$ cat src/rtl/seq_detect_ctrl.sv
// Serial pattern detector with a run/target controller.
// Programmable pattern length, overlapping or non-overlapping matches, and a one-cycle match pulse.
module seq_detect_ctrl #(
  parameter int MAX_LEN = 8,
  parameter int CNT_W   = 8
) (
  input  logic               clk,
  input  logic               rst_n,
  input  logic               cfg_we,
  input  logic [MAX_LEN-1:0] cfg_pattern,
  input  logic [3:0]         cfg_len,
  input  logic               cfg_overlap,
  input  logic [CNT_W-1:0]   cfg_target,
  input  logic               start,
  input  logic               abort,
  input  logic               data_valid,
  input  logic               data,
  output logic               result,
  output logic [CNT_W-1:0]   match_cnt,
  output logic               busy,
  output logic               done,
  output logic               cfg_err
);

  localparam logic [3:0] MAX_L = 4'(MAX_LEN);

  typedef enum logic [1:0] {IDLE, RUN, DONE} state_t;
  state_t state_q, state_d;

  logic [MAX_LEN-1:0] pat_q, hist_q, hist_upd, mask;
  logic [3:0]         len_q, fill_q, fill_upd;
  logic               ovl_q;
  logic [CNT_W-1:0]   tgt_q, cnt_inc;
  logic               acc, match, hit, len_ok;

  // Next history/fill as if the current bit were accepted; match is judged on these.
  assign acc      = (state_q == RUN) && data_valid && !abort;
  assign hist_upd = {hist_q[MAX_LEN-2:0], data};
  assign fill_upd = (fill_q == MAX_L) ? fill_q : fill_q + 4'd1;
  assign mask     = ~({MAX_LEN{1'b1}} << len_q);
  assign match    = acc && (((hist_upd ^ pat_q) & mask) == '0) && (fill_upd >= len_q);
  assign cnt_inc  = (&match_cnt) ? match_cnt : match_cnt + CNT_W'(1);
  assign hit      = (tgt_q != '0) && (cnt_inc == tgt_q);
  assign len_ok   = (cfg_len != 4'd0) && (cfg_len <= MAX_L);

  assign busy = (state_q == RUN);
  assign done = (state_q == DONE);

  always_ff @(posedge clk or negedge rst_n) begin
    if (!rst_n) state_q <= IDLE;
    else        state_q <= state_d;
  end

  always_comb begin
    state_d = state_q;
    case (state_q)
      IDLE, DONE: if (start) state_d = RUN;
      RUN:        if (match && hit) state_d = DONE;
      default:    state_d = IDLE;
    endcase
    if (abort) state_d = IDLE;
  end

  always_ff @(posedge clk or negedge rst_n) begin
    if (!rst_n) begin
      pat_q     <= '0;
      len_q     <= 4'd1;
      ovl_q     <= 1'b1;
      tgt_q     <= '0;
      hist_q    <= '0;
      fill_q    <= '0;
      match_cnt <= '0;
      result    <= 1'b0;
      cfg_err   <= 1'b0;
    end else begin
      result  <= 1'b0;
      cfg_err <= 1'b0;
      if (state_q != RUN && cfg_we) begin
        if (len_ok) begin
          pat_q <= cfg_pattern;
          len_q <= cfg_len;
          ovl_q <= cfg_overlap;
          tgt_q <= cfg_target;
        end else begin
          cfg_err <= 1'b1;
        end
      end
      if (abort) begin
        match_cnt <= '0;
        hist_q    <= '0;
        fill_q    <= '0;
      end else if (state_q != RUN && start) begin
        match_cnt <= '0;
        hist_q    <= '0;
        fill_q    <= '0;
      end else if (acc) begin
        hist_q <= hist_upd;
        // Non-overlap mode forces the next match to be built from fresh bits.
        fill_q <= (match && !ovl_q) ? 4'd0 : fill_upd;
        if (match) begin
          match_cnt <= cnt_inc;
          result    <= 1'b1;
        end
      end
    end
  end

endmodule

$ cat config.mk
export PLATFORM = sky130hd
export DESIGN_NAME = seq_detect_ctrl
export DESIGN_NICKNAME = d
export VERILOG_FILES = /design/src/rtl/seq_detect_ctrl.sv
export SDC_FILE = /design/constraint.sdc
export NUM_CORES = 1
export LEC_CHECK = 0
export ABC_CLOCK_PERIOD_IN_PS = 3800
export BUFFER_PORTS_ARGS = -buffer_cell sky130_fd_sc_hd__buf_4
export CAP_MARGIN = 40
export CELL_PAD_IN_SITES_DETAIL_PLACEMENT = 1
export CELL_PAD_IN_SITES_GLOBAL_PLACEMENT = 1
export CORE_MARGIN = 1
export CORE_UTILIZATION = 40
export CTS_CLUSTER_DIAMETER = 40
export DETAILED_ROUTE_END_ITERATION = 10
export GPL_ROUTABILITY_DRIVEN = 0
export GPL_TIMING_DRIVEN = 0
export PLACE_DENSITY = 0.76
export RECOVER_POWER = 100
export SLEW_MARGIN = 10
export SYNTH_ARGS = -nofsm -noshare
export SYNTH_HDL_FRONTEND = slang
export SYNTH_SLANG_ARGS = --single-unit
$ cat constraint.sdc
create_clock -name clk -period 3.8 [get_ports clk]
set_input_delay 0.38 -clock clk [delete_from_list [all_inputs] [get_ports clk]]
set_output_delay 0.38 -clock clk [all_outputs]
set_load 0.01 [all_outputs]
==> metrics.txt <==
# TYPE chip_impl_metric gauge
chip_impl_metric{name="initial_antenna_violation_count",unit=""} 0
chip_impl_metric{name="max_slew_margin",unit="%"} -57.5
chip_impl_metric{name="viasPerCell",unit=""} 5.59
chip_impl_info{name="leading_register_cell_type_out_of_synthesis",value="sky130_fd_sc_hd__dfrtp_1"} 1
chip_impl_metric{name="clkSinkCount",unit=""} 44
chip_impl_metric{name="pre_cts_slack",unit="ps"} 1170
chip_impl_metric{name="route.detailed.wl_per_inst",unit="um"} 17.0
chip_impl_metric{name="fillers",unit=""} 633
chip_impl_info{name="worst_r2r_endpoint",value="state_q[0]"} 1
chip_impl_info{name="rsz0062_at_grt",value="no"} 1
chip_impl_metric{name="final_cell_count_no_fill",unit=""} 335
chip_impl_metric{name="synth.avg_cell_area",unit="um2"} 11.2
chip_impl_metric{name="powerDensity",unit="nW/um2"} 421
chip_impl_metric{name="clk-insertion-delay-late",unit="ps"} 300
chip_impl_metric{name="cts.reportedPaths.clkPinSlew",unit="ps"} 80
chip_impl_metric{name="post_dp_cell_area",unit="um2"} 2790
chip_impl_info{name="synth_area_leader_cell",value="sky130_fd_sc_hd__dfrtp_1"} 1
chip_impl_metric{name="postLayoutCoreUtil",unit="%"} 50.7
chip_impl_info{name="holdCritPathClass",value="input port to flop"} 1
chip_impl_metric{name="ys_async_sr_fraction",unit="%"} 100
chip_impl_metric{name="detailroute.via_count",unit=""} 1872
chip_impl_metric{name="tightest_slew",unit="ps"} 2360
chip_impl_metric{name="grt_first_pass_wirelength",unit="um"} 9540
chip_impl_info{name="tritoncts",value="built"} 1
chip_impl_metric{name="cts_buffer_depth",unit=""} 2
chip_impl_metric{name="worst_ir_drop_vdd",unit="uV"} 176
chip_impl_info{name="worst_setup_path_startpoint",value="fill_q[0]"} 1
chip_impl_metric{name="ff_latch_area",unit="um2"} 1100
chip_impl_metric{name="synth_seq_area_share",unit="%"} 45.8
chip_impl_info{name="failed_checks",value="max-capacitance violations, max-slew violations"} 1
chip_impl_metric{name="syn_area",unit="um2"} 2410
chip_impl_metric{name="clock-skew-final",unit="ps"} 8.16
chip_impl_metric{name="grt-ovfl-total",unit=""} 0
chip_impl_metric{name="totalPowerFinal",unit="mW"} 1.20
chip_impl_metric{name="cts-hold-fix-buffers",unit=""} 0
chip_impl_metric{name="report.final.slew_viol_count",unit=""} 45
chip_impl_metric{name="r2r_cells",unit=""} 12
chip_impl_metric{name="synth.ff_latch_count",unit=""} 44
chip_impl_metric{name="ctsHtreeMaxLevel",unit=""} 2
chip_impl_metric{name="post-synth-top-area-fraction",unit="%"} 43.6
chip_impl_metric{name="placementRows",unit=""} 27
chip_impl_metric{name="netlist_instances",unit=""} 216
chip_impl_metric{name="final_antenna_net_count",unit=""} 0
chip_impl_metric{name="cellLeakagePower",unit="nW"} 1.25
chip_impl_metric{name="nNetsFinal",unit=""} 297
chip_impl_metric{name="finalCritPeriodShare",unit="%"} 78.8
chip_impl_metric{name="core",unit="um2"} 5640
chip_impl_info{name="end_kind",value="flop"} 1
chip_impl_metric{name="placed_cells",unit=""} 327
chip_impl_metric{name="max-cap-violations",unit=""} 1
chip_impl_metric{name="fp.dieH",unit="um"} 79.6
chip_impl_info{name="timing.setup.critical_path_class",value="flop to flop"} 1
chip_impl_metric{name="stdcell_area",unit="um2"} 2860
chip_impl_metric{name="dr.pass1.iters",unit=""} 4
chip_impl_info{name="start_kind",value="flop"} 1
chip_impl_metric{name="fp.dieArea",unit="um2"} 6340
chip_impl_metric{name="critPathArrivalTime",unit="ps"} 3190
chip_impl_metric{name="synth_enable_flop_cells",unit=""} 0
chip_impl_metric{name="antenna_cells",unit=""} 0
chip_impl_metric{name="total_cts_buffers",unit=""} 5
chip_impl_metric{name="ys.warnings.count",unit=""} 0
chip_impl_metric{name="clock.fmax",unit="MHz"} 334
chip_impl_info{name="endpoint",value="state_q[0]"} 1
chip_impl_metric{name="critPathRequiredTime",unit="ps"} 3990
chip_impl_metric{name="tns",unit="ps"} 0
chip_impl_info{name="outcome",value="finished, violations left"} 1
chip_impl_metric{name="drc",unit=""} 0
chip_impl_info{name="worstReg2RegStart",value="fill_q[0]"} 1
chip_impl_metric{name="post_cts_setup_bufs",unit=""} 0
chip_impl_metric{name="final_critical_path_setup_slack",unit="ps"} 806
chip_impl_metric{name="hold_ws",unit="ps"} 283
chip_impl_metric{name="final_period_minus_worst_setup_slack",unit="ps"} 2990
chip_impl_metric{name="synth.lib_cells_used.distinct",unit=""} 45
chip_impl_metric{name="grt_start_max_net_pins",unit=""} 45
chip_impl_metric{name="multi_input_comb_area",unit="um2"} 1240
chip_impl_metric{name="final-setup-viol-count",unit=""} 0
chip_impl_metric{name="synth_fp_nets",unit=""} 251
chip_impl_metric{name="timing.reg2reg.setup_slack",unit="ps"} 810
chip_impl_metric{name="first_global_vias",unit=""} 1942
chip_impl_metric{name="sum_of_net_half_perimeters_after_detailed_placement",unit="um"} 4120
chip_impl_metric{name="initial_utilization",unit="%"} 42.7
chip_impl_metric{name="violation_count_after_the_first_detailed_routing_iteration",unit=""} 85
chip_impl_metric{name="drt-total-wl",unit="um"} 5680
chip_impl_metric{name="hold_viol",unit=""} 0
chip_impl_metric{name="io-pin-count",unit=""} 40
chip_impl_info{name="clock_tree.root_cell",value="sky130_fd_sc_hd__clkbuf_8"} 1
chip_impl_metric{name="final_layout_size_suffix_gt1_share",unit="%"} 24.7
chip_impl_metric{name="critical_path_peak_fanout",unit=""} 10
chip_impl_metric{name="die_width",unit="um"} 79.6
chip_impl_metric{name="post_cts_resized",unit=""} 0
chip_impl_metric{name="globalRouteTotalUtil",unit="%"} 19.8
chip_impl_info{name="synthTopCellsByArea",value="sky130_fd_sc_hd__dfrtp_1 (44%), sky130_fd_sc_hd__mux2_2 (9.8%), sky130_fd_sc_hd__a22o_1 (4.4%)"} 1
chip_impl_metric{name="port_buffers",unit=""} 39
chip_impl_metric{name="flow.area_growth_from_synthesis",unit="%"} 18.7
sequential cells by signal (all words and copies together), names as in the netlist:
name,cells
cfg_err,1
fill_q,4
hist_q,7
len_q,4
match_cnt,8
ovl_q,1
pat_q,8
result,1
state_q,2
tgt_q,8
critical path: stages (launching register included):
cell and delay [ps]:
sky130_fd_sc_hd__dfrtp_1 420, sky130_fd_sc_hd__inv_1 100, sky130_fd_sc_hd__ha_1 200, sky130_fd_sc_hd__nand2_1 80
sky130_fd_sc_hd__nor2_1 50, sky130_fd_sc_hd__xnor2_1 150, sky130_fd_sc_hd__ha_1 280, sky130_fd_sc_hd__o21ai_0 80
sky130_fd_sc_hd__o2bb2ai_1 170, sky130_fd_sc_hd__nor4b_4 510, sky130_fd_sc_hd__clkbuf_1 450, sky130_fd_sc_hd__nand4_1 190
sky130_fd_sc_hd__o21a_1 210
layer usage:
metal	GRT usage [%]	share of wire, %
met1	24.9	43
met2	34.8	52
met3	3.43	3.0
met4	5.27	1.2
met5	0	0
worst min-delay path by stage:
stage / cells past startpoint / to / startpoint
after global placement: 1 / pat_q[2] / rst_n
after floorplan: 0 / cfg_err / rst_n
after global routing: 2 / len_q[3] / cfg_len[2]
final: 2 / len_q[3] / cfg_len[2]
after detailed placement: 1 / pat_q[2] / rst_n
after CTS: 1 / pat_q[6] / rst_n
synthesized netlist by cell type, types with 2 or more instances:
cell type                  instances
sky130_fd_sc_hd__xnor2_1           8
sky130_fd_sc_hd__inv_1             9
sky130_fd_sc_hd__and2_1            3
sky130_fd_sc_hd__dfstp_2           2
sky130_fd_sc_hd__nand3_1           9
sky130_fd_sc_hd__a22o_1           12
sky130_fd_sc_hd__mux2i_1           2
sky130_fd_sc_hd__ha_1              7
sky130_fd_sc_hd__nand2b_1          2
sky130_fd_sc_hd__o21a_1            3
sky130_fd_sc_hd__nor2_1            7
sky130_fd_sc_hd__clkbuf_1          5
sky130_fd_sc_hd__mux2_2           21
sky130_fd_sc_hd__xor2_1           11
sky130_fd_sc_hd__or2_2             2
sky130_fd_sc_hd__a311oi_2          4
sky130_fd_sc_hd__dfrtp_1          42
sky130_fd_sc_hd__a31oi_1           2
sky130_fd_sc_hd__and4_1            4
sky130_fd_sc_hd__nand4_1           3
sky130_fd_sc_hd__a21oi_1          11
sky130_fd_sc_hd__and3_1            2
sky130_fd_sc_hd__a311oi_1          2
sky130_fd_sc_hd__nand2_1           8
sky130_fd_sc_hd__a21o_1            3
sky130_fd_sc_hd__nor3_1            7
sky130_fd_sc_hd__o21ai_0           7
cells by family (layout without fill, tap and decap cells):
logic type | count (synthesis) | count (layout) | synth area share [%]
AO/OA/AOI/OAI | 55 | 55 | 17.4
AND/OR/NAND/NOR | 52 | 52 | 12.8
flip-flops | 44 | 44 | 45.8
multiplexers | 23 | 23 | 10.6
XOR/XNOR | 19 | 19 | 6.91
buffers and inverters | 16 | 63 | 2.86
adder cells (fa/ha/maj) | 7 | 7 | 3.63
report_power, final:
part / internal (mW) / total (mW) / switching [mW]
Combinational: 0.119 / 0.219 / 0.0995
Clock: 0.232 / 0.397 / 0.165
Sequential: 0.527 / 0.587 / 0.0602
Total: 0.879 / 1.20 / 0.325
area by class of cell:
type                    instances  share of cell area [%]
flip-flops and latches         44                    38.6
clock buffers                   7                    3.37
repair buffers                 39                    8.53
inverters                       9                    1.18
well taps                      72                    3.15
plain buffers                   7                   0.918
multi-input cells             156                    43.2
clock inverters                 1                    1.05
layout by cell type, fill, tap and decap left out, types with 8 or more instances in the layout:
master / instances
sky130_fd_sc_hd__xnor2_1: 8
sky130_fd_sc_hd__clkbuf_1: 20
sky130_fd_sc_hd__buf_4: 26
sky130_fd_sc_hd__nand3_1: 9
sky130_fd_sc_hd__nand2_1: 8
sky130_fd_sc_hd__a21oi_1: 11
sky130_fd_sc_hd__xor2_1: 11
sky130_fd_sc_hd__inv_1: 9
sky130_fd_sc_hd__a22o_1: 12
sky130_fd_sc_hd__dfrtp_1: 42
sky130_fd_sc_hd__mux2_2: 21
No activity file was read; power rests on OpenSTA's default activity.
